File: config.mk
export PLATFORM = sky130hd
export DESIGN_NAME = hazard_forward_ctrl
export DESIGN_NICKNAME = d
export VERILOG_FILES = /design/src/rtl/hazard_pkg.sv /design/src/rtl/hazard_tag_stage.sv /design/src/rtl/hazard_forward_ctrl.sv
export SDC_FILE = /design/constraint.sdc
export NUM_CORES = 1
export LEC_CHECK = 0
export BUFFER_PORTS_ARGS = -buffer_cell sky130_fd_sc_hd__buf_4
export CAP_MARGIN = 20
export CORE_MARGIN = 4
export CORE_UTILIZATION = 45
export DETAILED_ROUTE_END_ITERATION = 8
export PLACE_DENSITY = 0.65
export SLEW_MARGIN = 15
export SYNTH_ARGS = -nofsm -noshare
export SYNTH_HDL_FRONTEND = slang
export SYNTH_HIERARCHICAL = 1
export SYNTH_SLANG_ARGS = --single-unit
File: constraint.sdc
create_clock -name clk -period 6.5 [get_ports clk]
set_input_delay 1.625 -clock clk [delete_from_list [all_inputs] [get_ports clk]]
set_output_delay 1.625 -clock clk [all_outputs]
set_load 0.02 [all_outputs]
File: src/rtl/hazard_pkg.sv
// Shared encodings and tag layout for the hazard/forwarding controller.
package hazard_pkg;

    // EX-stage operand mux selects
    localparam logic [1:0] FWD_REGFILE = 2'b00;
    localparam logic [1:0] FWD_MEMWB   = 2'b01;
    localparam logic [1:0] FWD_EXMEM   = 2'b10;

    localparam int DEF_REG_ADDR_W = 4;

    // Reference layout of one destination tag at the default address width.
    typedef struct packed {
        logic                      valid;
        logic [DEF_REG_ADDR_W-1:0] dst;
        logic                      reg_write;
        logic                      is_load;
    } tag_t;

endpackage

File: src/rtl/hazard_tag_stage.sv
// One pipeline tag register: holds on !en, inserts an all-zero bubble when
// bubble is set, otherwise captures the upstream tag.
module hazard_tag_stage
    import hazard_pkg::*;
#(
    parameter int W = 6
) (
    input  logic         clk,
    input  logic         rst_n,
    input  logic         en,
    input  logic         bubble,
    input  logic         d_valid,
    input  logic [W-1:0] d,
    output logic         q_valid,
    output logic [W-1:0] q
);

    // Tag register with async clear, load enable and bubble insert
    always_ff @(posedge clk or negedge rst_n) begin
        if (!rst_n) begin
            q_valid <= 1'b0;
            q       <= '0;
        end else if (en) begin
            if (bubble) begin
                q_valid <= 1'b0;
                q       <= '0;
            end else begin
                q_valid <= d_valid;
                q       <= d;
            end
        end
    end

endmodule

File: src/rtl/hazard_forward_ctrl.sv
// Hazard and forwarding controller: tracks destination tags through EX, MEM
// and WB, drives EX operand forwarding selects, detects load-use hazards for
// the ID instruction and keeps saturating hazard counters.
module hazard_forward_ctrl
    import hazard_pkg::*;
#(
    parameter int REG_ADDR_W  = 4,
    parameter int NUM_SRC     = 2,
    parameter int CNT_W       = 16,
    parameter bit ZERO_REG_EN = 1'b1
) (
    input  logic                          clk,
    input  logic                          rst_n,
    input  logic                          id_valid,
    input  logic [NUM_SRC*REG_ADDR_W-1:0] id_src,
    input  logic [NUM_SRC-1:0]            id_src_used,
    input  logic [REG_ADDR_W-1:0]         id_dst,
    input  logic                          id_reg_write,
    input  logic                          id_is_load,
    input  logic                          ext_stall,
    input  logic                          flush,
    input  logic                          clr_cnt,
    output logic                          stall_id,
    output logic                          bubble_ex,
    output logic [NUM_SRC*2-1:0]          fwd_sel,
    output logic [CNT_W-1:0]              stall_cnt,
    output logic [CNT_W-1:0]              fwd_cnt
);

    // MEM payload: {dst, reg_write, is_load}
    localparam int TW  = REG_ADDR_W + 2;
    // EX payload adds the source fields: {src, src_used, dst, reg_write, is_load}
    localparam int EXW = NUM_SRC*REG_ADDR_W + NUM_SRC + TW;
    // WB payload drops is_load: nothing past MEM cares whether it was a load
    localparam int WBW = REG_ADDR_W + 1;

    logic                          advance;
    logic                          ex_take_id;
    logic                          ex_bubble;
    logic [EXW-1:0]                id_tag;

    logic                          ex_valid;
    logic [EXW-1:0]                ex_q;
    logic [NUM_SRC*REG_ADDR_W-1:0] ex_src;
    logic [NUM_SRC-1:0]            ex_used;
    logic [REG_ADDR_W-1:0]         ex_dst;
    logic                          ex_rw;
    logic                          ex_ld;
    logic                          ex_wc;

    logic                          mem_valid;
    logic [TW-1:0]                 mem_q;
    logic [REG_ADDR_W-1:0]         mem_dst;
    logic                          mem_rw;
    logic                          mem_ld;
    logic                          mem_wc;

    logic                          wb_valid;
    logic [WBW-1:0]                wb_d;
    logic [WBW-1:0]                wb_q;
    logic [REG_ADDR_W-1:0]         wb_dst;
    logic                          wb_rw;
    logic                          wb_wc;

    logic [NUM_SRC-1:0]            lu_hit;
    logic [NUM_SRC-1:0]            mem_hit;
    logic [NUM_SRC-1:0]            wb_hit;

    assign advance    = !ext_stall;
    assign ex_take_id = id_valid && !stall_id && !flush;
    assign ex_bubble  = !ex_take_id;
    assign id_tag     = {id_src, id_src_used, id_dst, id_reg_write, id_is_load};

    hazard_tag_stage #(.W(EXW)) u_ex (
        .clk     (clk),
        .rst_n   (rst_n),
        .en      (advance),
        .bubble  (ex_bubble),
        .d_valid (id_valid),
        .d       (id_tag),
        .q_valid (ex_valid),
        .q       (ex_q)
    );

    hazard_tag_stage #(.W(TW)) u_mem (
        .clk     (clk),
        .rst_n   (rst_n),
        .en      (advance),
        .bubble  (1'b0),
        .d_valid (ex_valid),
        .d       (ex_q[TW-1:0]),
        .q_valid (mem_valid),
        .q       (mem_q)
    );

    assign wb_d = mem_q[TW-1:1];

    hazard_tag_stage #(.W(WBW)) u_wb (
        .clk     (clk),
        .rst_n   (rst_n),
        .en      (advance),
        .bubble  (1'b0),
        .d_valid (mem_valid),
        .d       (wb_d),
        .q_valid (wb_valid),
        .q       (wb_q)
    );

    assign ex_src  = ex_q[EXW-1 -: NUM_SRC*REG_ADDR_W];
    assign ex_used = ex_q[TW +: NUM_SRC];
    assign ex_dst  = ex_q[2 +: REG_ADDR_W];
    assign ex_rw   = ex_q[1];
    assign ex_ld   = ex_q[0];

    assign mem_dst = mem_q[2 +: REG_ADDR_W];
    assign mem_rw  = mem_q[1];
    assign mem_ld  = mem_q[0];

    assign wb_dst  = wb_q[1 +: REG_ADDR_W];
    assign wb_rw   = wb_q[0];

    // A tag can feed a consumer only if it really writes a non-hardwired register
    assign ex_wc  = ex_valid  && ex_rw  && !(ZERO_REG_EN && (ex_dst  == '0));
    assign mem_wc = mem_valid && mem_rw && !(ZERO_REG_EN && (mem_dst == '0));
    assign wb_wc  = wb_valid  && wb_rw  && !(ZERO_REG_EN && (wb_dst  == '0));

    for (genvar i = 0; i < NUM_SRC; i++) begin : g_opnd
        logic [REG_ADDR_W-1:0] id_s;
        logic [REG_ADDR_W-1:0] ex_s;

        assign id_s = id_src[i*REG_ADDR_W +: REG_ADDR_W];
        assign ex_s = ex_src[i*REG_ADDR_W +: REG_ADDR_W];

        assign lu_hit[i]  = id_src_used[i] && ex_wc && ex_ld && (ex_dst == id_s);
        assign mem_hit[i] = ex_used[i] && mem_wc && (mem_dst == ex_s);
        assign wb_hit[i]  = ex_used[i] && wb_wc  && (wb_dst  == ex_s);

        // Youngest producer wins; an empty EX slot never forwards
        assign fwd_sel[2*i +: 2] = !ex_valid  ? FWD_REGFILE :
                                   mem_hit[i] ? FWD_EXMEM   :
                                   wb_hit[i]  ? FWD_MEMWB   : FWD_REGFILE;
    end

    assign stall_id  = !flush && id_valid && (|lu_hit);
    assign bubble_ex = stall_id || flush;

    // A load still in MEM cannot have a dependent in EX: the stall kept it in ID
    a_no_mem_load_fwd : assert property (@(posedge clk) disable iff (!rst_n)
        !(ex_valid && mem_ld && (|mem_hit)));

    // Saturating hazard counters, frozen while the pipeline is held
    always_ff @(posedge clk or negedge rst_n) begin
        if (!rst_n) begin
            stall_cnt <= '0;
            fwd_cnt   <= '0;
        end else if (clr_cnt) begin
            stall_cnt <= '0;
            fwd_cnt   <= '0;
        end else begin
            if (stall_id && advance && (stall_cnt != '1))
                stall_cnt <= stall_cnt + CNT_W'(1);
            if (advance && ex_valid && (|fwd_sel) && (fwd_cnt != '1))
                fwd_cnt <= fwd_cnt + CNT_W'(1);
        end
    end

endmodule

Word level (Yosys, flattened, before mapping)
Cells that the tools add are included.
{"block": "op_classes", "n_addsub": 2, "eq_ne": 8, "n_mux": 12, "reduce_logical": 43}
{"cell": "$mux 16", "n": 5}
{"cell": "$add 16x1->16 const B", "n": 2}
{"cell": "$ne 16x16->1 const B", "n": 2}
{"cell": "$logic_and 1x1->1", "n": 29}
{"cell": "$eq 4x4->1", "n": 6}
{"cell": "$logic_not 4->1", "n": 3}
{"cell": "$mux 2", "n": 4}
{"cell": "$logic_not 1->1", "n": 6}
{"cell": "$reduce_bool 2->1", "n": 2}
{"cell": "$reduce_or 4->1", "n": 1}
{"cell": "$mux 1", "n": 3}
{"cell": "$reduce_or 2->1", "n": 1}
{"cell": "$logic_or 1x1->1", "n": 1}
{"block": "totals", "register_bits": 62, "word_cells": 73}

Logic depth before layout (Yosys ltp)
{"block": "logic_depth", "word_depth": 13, "ltp_mapped": 9, "mapped_depth_nobuf": 7}

Hierarchy
Netlist, hierarchy kept.
{"module": "hazard_forward_ctrl", "instances": 1, "cells_each": 275, "area_per_inst_um2": 2324.7}
{"module": "hazard_tag_stage at u_ex", "instances": 1, "cells_each": 72, "area_per_inst_um2": 734.5}
{"module": "hazard_tag_stage at u_mem", "instances": 1, "cells_each": 29, "area_per_inst_um2": 300.3}
{"module": "hazard_tag_stage at u_wb", "instances": 1, "cells_each": 25, "area_per_inst_um2": 259.0}

Least setup slack after synthesis
OpenSTA, ideal clock, no wires.
{"block": "synth_timing", "path_kind": "input -> output", "startpoint": "input port id_src[0]", "endpoint": "output port bubble_ex", "t_arrival_ps": 3113, "required_ps": 4875, "slack_ps": 1762, "cell_stages": 7, "path_buffers": 1, "cell_sequence": "xor2_1 -> nor3_1 -> nand3_1 -> a211o_1 -> clkbuf_1 -> nor2_1 -> or2_2"}
{"block": "synth_via", "elab_chain_len": 5}
{"item": "start, declared", "line_no": "hazard_forward_ctrl.sv:15", "source": "input logic [NUM_SRC*REG_ADDR_W-1:0] id_src,"}
{"item": "$eq 4x4->1", "line_no": "hazard_forward_ctrl.sv:134", "source": "assign lu_hit[i] = id_src_used[i] && ex_wc && ex_ld && (ex_dst == id_s);"}
{"item": "$logic_and 1x1->1", "line_no": "hazard_forward_ctrl.sv:134"}
{"item": "$reduce_or 2->1", "line_no": "hazard_forward_ctrl.sv:144", "source": "assign stall_id = !flush && id_valid && (|lu_hit);"}
{"item": "$logic_and 1x1->1", "line_no": "hazard_forward_ctrl.sv:144"}
{"item": "net stall_id", "line_no": "hazard_forward_ctrl.sv:23", "source": "output logic stall_id,"}
{"item": "$logic_or 1x1->1", "line_no": "hazard_forward_ctrl.sv:145", "source": "assign bubble_ex = stall_id || flush;"}
{"item": "end, declared", "line_no": "hazard_forward_ctrl.sv:24", "source": "output logic bubble_ex,"}
The timed path passes the listed nets, and every way through them passes these cells.

Final worst setup path
{"block": "layout_timing", "startpoint": "input port id_src[0]", "endpoint": "output port bubble_ex"}
{"block": "layout_via", "elab_chain_len": 5}
{"item": "$eq 4x4->1", "line_no": "hazard_forward_ctrl.sv:134"}
{"item": "$logic_and 1x1->1", "line_no": "hazard_forward_ctrl.sv:134"}
{"item": "$reduce_or 2->1", "line_no": "hazard_forward_ctrl.sv:144"}
{"item": "$logic_and 1x1->1", "line_no": "hazard_forward_ctrl.sv:144"}
{"item": "$logic_or 1x1->1", "line_no": "hazard_forward_ctrl.sv:145"}
No other way between the ends.

==> impl_table.tex <==
\begin{tabular}{lr}
\hline
Metric & Value \\
\hline
\multicolumn{2}{l}{\textbf{Final layout}} \\
Fraction of final layout cells with drive strength greater than 1 & 0.190 \\
Final-stage net count & 485 \\
Number of antenna repair diodes & 0 \\
Area growth from synthesis to layout & 19.7\% \\
\multicolumn{2}{l}{\textbf{Worst setup path}} \\
WS Path Type & in2out \\
Data required time of the worst path & 4.88 ns \\
Critical Path AT & 3.24 ns \\
Nature of the critical path startpoint & input pin \\
Largest fanout on the critical path & 23 \\
Critical Path End Type & output port \\
\multicolumn{2}{l}{\textbf{Pwr}} \\
Total Power Consumption & 791 uW \\
Peak supply drop & 0.0926 mV \\
Static power due to leakage & 0.00179 uW \\
Power density over cell area & 185 mW/mm2 \\
\multicolumn{2}{l}{\textbf{Status}} \\
Result of the run & completed \\
\multicolumn{2}{l}{\textbf{STA}} \\
Number of hold violations in the final report & 0 \\
Highest Clock Rate & 0.206 GHz \\
Slew at the pin closest to its max-slew limit & 1.03 ns \\
Number of endpoints failing setup at the final stage & 0 \\
Period utilisation layout & 0.748 \\
Tightest slew margin relative to the limit & 0.313 \\
Clock period minus final worst setup slack & 4.86 ns \\
Count of pins over their slew limit & 0 \\
Post-Route Setup TNS & 0 ns \\
Setup skew after layout & 0.00962 ns \\
Unrepaired setup endpoints after global routing & false \\
\multicolumn{2}{l}{\textbf{Floorplanning}} \\
Area enclosed by the die boundary & 0.00944 mm2 \\
Ports placed on the boundary & 60 \\
Initial standard-cell utilization of the core & 0.463 \\
Height of the die & 97.2 um \\
Std cell rows & 32 \\
Die W & 97.2 um \\
Std-Cell Core Area & 0.00773 mm2 \\
\multicolumn{2}{l}{\textbf{Global route}} \\
Initial antenna violation count & 0 \\
First-pass GRT wire length & 13600 um \\
Largest net degree at the start of global routing & 64 \\
Via count of the first global-routing pass & 2875 \\
Overall overflow remaining after global route & 0 \\
Overall Global Routing Usage & 0.173 \\
\multicolumn{2}{l}{\textbf{Yosys}} \\
Cell area after synthesis & 0.00358 mm2 \\
Gate count after technology mapping & 397 \\
Average instance area after synthesis & 9.01 um2 \\
Syn. warnings & 6 \\
\multicolumn{2}{l}{\textbf{Clock network}} \\
Clk Tree Root Cell & sky130\_fd\_sc\_hd\_\_clkbuf\_8 \\
Number of H-tree levels & 3 \\
PostCTS Resize Cnt & 0 \\
Number of setup buffers added after CTS & 0 \\
Insertion delay of the later-clocked pin in the worst-skew pair & 0.33 ns \\
Quantity of hold-fixing buffers added after cts & 0 \\
Clock buffer depth & 2 \\
Clock tree from TritonCTS & done \\
Clock sink count & 61 \\
CTS Buf Count & 9 \\
Reg clk slew, reported paths & 0.07 ns \\
\multicolumn{2}{l}{\textbf{Place}} \\
Routability congestion estimate from global placement & 0.808 \\
Port bufs & 59 \\
DP HPWL & 5420 um \\
\multicolumn{2}{l}{\textbf{Run}} \\
Number of max-cap violations & 0 \\
\multicolumn{2}{l}{\textbf{Drt}} \\
Detail Route Antenna Nets & 0 \\
Total via count after detailed routing & 2977 \\
DRT Pass-1 Iters & 5 \\
Detailed-route wire length per cell & 14.0 um \\
Post-detailed-route DRC marker count & 0 \\
Post-detailed-routing wire length & 7910 um \\
Starting DRT DRC Count & 122 \\
Via/cell ratio & 5.26 \\
\multicolumn{2}{l}{\textbf{Hold path}} \\
Min-delay worst type & reg2reg \\
\hline
\end{tabular}
[per-layer routing]
layer	GRT usage	part of all wire	up-vias
li1	-	-	1505
met1	0.234	0.48	1414
met2	0.272	0.46	54
met3	0.0452	0.043	4
met4	0.0508	0.0091	0
met5	0	0	-
[layout by cell type (no fill, tap or decap), types with 2 or more instances in the layout]
| cell type | n |
|---|---|
| sky130_fd_sc_hd__or4_1 | 6 |
| sky130_fd_sc_hd__xor2_1 | 6 |
| sky130_fd_sc_hd__o41ai_1 | 2 |
| sky130_fd_sc_hd__nor3_1 | 8 |
| sky130_fd_sc_hd__nor4_1 | 7 |
| sky130_fd_sc_hd__nor2b_1 | 16 |
| sky130_fd_sc_hd__and4_1 | 3 |
| sky130_fd_sc_hd__ha_1 | 2 |
| sky130_fd_sc_hd__o21ai_1 | 3 |
| sky130_fd_sc_hd__or3_1 | 11 |
| sky130_fd_sc_hd__nand2_1 | 15 |
| sky130_fd_sc_hd__xnor2_1 | 18 |
| sky130_fd_sc_hd__nand3b_1 | 30 |
| sky130_fd_sc_hd__o31ai_1 | 2 |
| sky130_fd_sc_hd__mux2i_1 | 2 |
| sky130_fd_sc_hd__o21ai_0 | 39 |
| sky130_fd_sc_hd__nor2_1 | 23 |
| sky130_fd_sc_hd__and2_1 | 5 |
| sky130_fd_sc_hd__conb_1 | 12 |
| sky130_fd_sc_hd__clkbuf_8 | 10 |
| sky130_fd_sc_hd__or4b_1 | 2 |
| sky130_fd_sc_hd__and3_1 | 3 |
| sky130_fd_sc_hd__nand2b_1 | 8 |
| sky130_fd_sc_hd__nand4_1 | 14 |
| sky130_fd_sc_hd__inv_1 | 33 |
| sky130_fd_sc_hd__nand3_1 | 20 |
| sky130_fd_sc_hd__buf_4 | 60 |
| sky130_fd_sc_hd__clkbuf_1 | 2 |
| sky130_fd_sc_hd__dfrtp_1 | 61 |
| sky130_fd_sc_hd__a21oi_1 | 16 |
| sky130_fd_sc_hd__mux2_2 | 11 |
[state kept, by name, indices dropped and copies added, names as in the netlist]
| name | count |
|---|---|
| fwd_cnt | 16 |
| stall_cnt | 16 |
| u_ex/q | 16 |
| u_ex/q_valid | 1 |
| u_mem/q | 5 |
| u_mem/q_valid | 1 |
| u_wb/q | 5 |
| u_wb/q_valid | 1 |
[metrics by stage]
stage / instance area (um2) / utilization / hold slack (ns) / setup slack [ns] / cells
3_3_place_gp: 4090 / 0.529 / 0.509 / 1.65 / 551
2_1_floorplan: 3620 / - / 0.487 / 1.76 / 408
4_1_cts: 4270 / 0.553 / 0.515 / 1.62 / 565
3_5_place_dp: 4090 / 0.529 / 0.504 / 1.64 / 551
5_1_grt: 4280 / 0.554 / 0.550 / 1.50 / 566
6_report: 4280 / 0.554 / 0.516 / 1.64 / 566
[cell type report]
class	instances	area, um2
timing repair buffer	61	462
clock inverter	2	35.0
inverter	33	124
tap	102	128
multi-input combinational	295	1860
sequential	61	1530
fill	715	3450
clock buffer	12	145
[report_power, final]
part	switching [uW]	internal (uW)	leakage (uW)	total, uW
registers	12.1	388	0.000842	401
logic	36.6	29.9	0.000852	66.5
clock network	141	183	0.0000923	324
total	190	602	0.00179	791
[critical path: stages]
cell                      delay, ns
sky130_fd_sc_hd__buf_4         0.11
sky130_fd_sc_hd__xor2_1        0.13
sky130_fd_sc_hd__nor3_1        0.18
sky130_fd_sc_hd__nand3_1       0.11
sky130_fd_sc_hd__a211o_1       0.57
sky130_fd_sc_hd__nor2_1        0.24
sky130_fd_sc_hd__or2_2         0.13
sky130_fd_sc_hd__buf_4         0.13
[final timing paths]
check / slack [ns] / depth (start not counted) / endpoint / from
worst min register to register: 0.52 / 2 / u_wb/q_valid / u_wb/q_valid
min in group asynchronous: 1.38 / 1 / u_ex/q[6] / rst_n
max in group asynchronous: 4.61 / 1 / u_ex/q[15] / rst_n
worst max-delay path: 1.64 / 8 / bubble_ex / id_src[0]
worst max register to register: 3.93 / 6 / fwd_cnt[9] / fwd_cnt[0]
worst min-delay path: 0.52 / 2 / u_wb/q_valid / u_wb/q_valid
No activity file was read; power rests on OpenSTA's default activity.
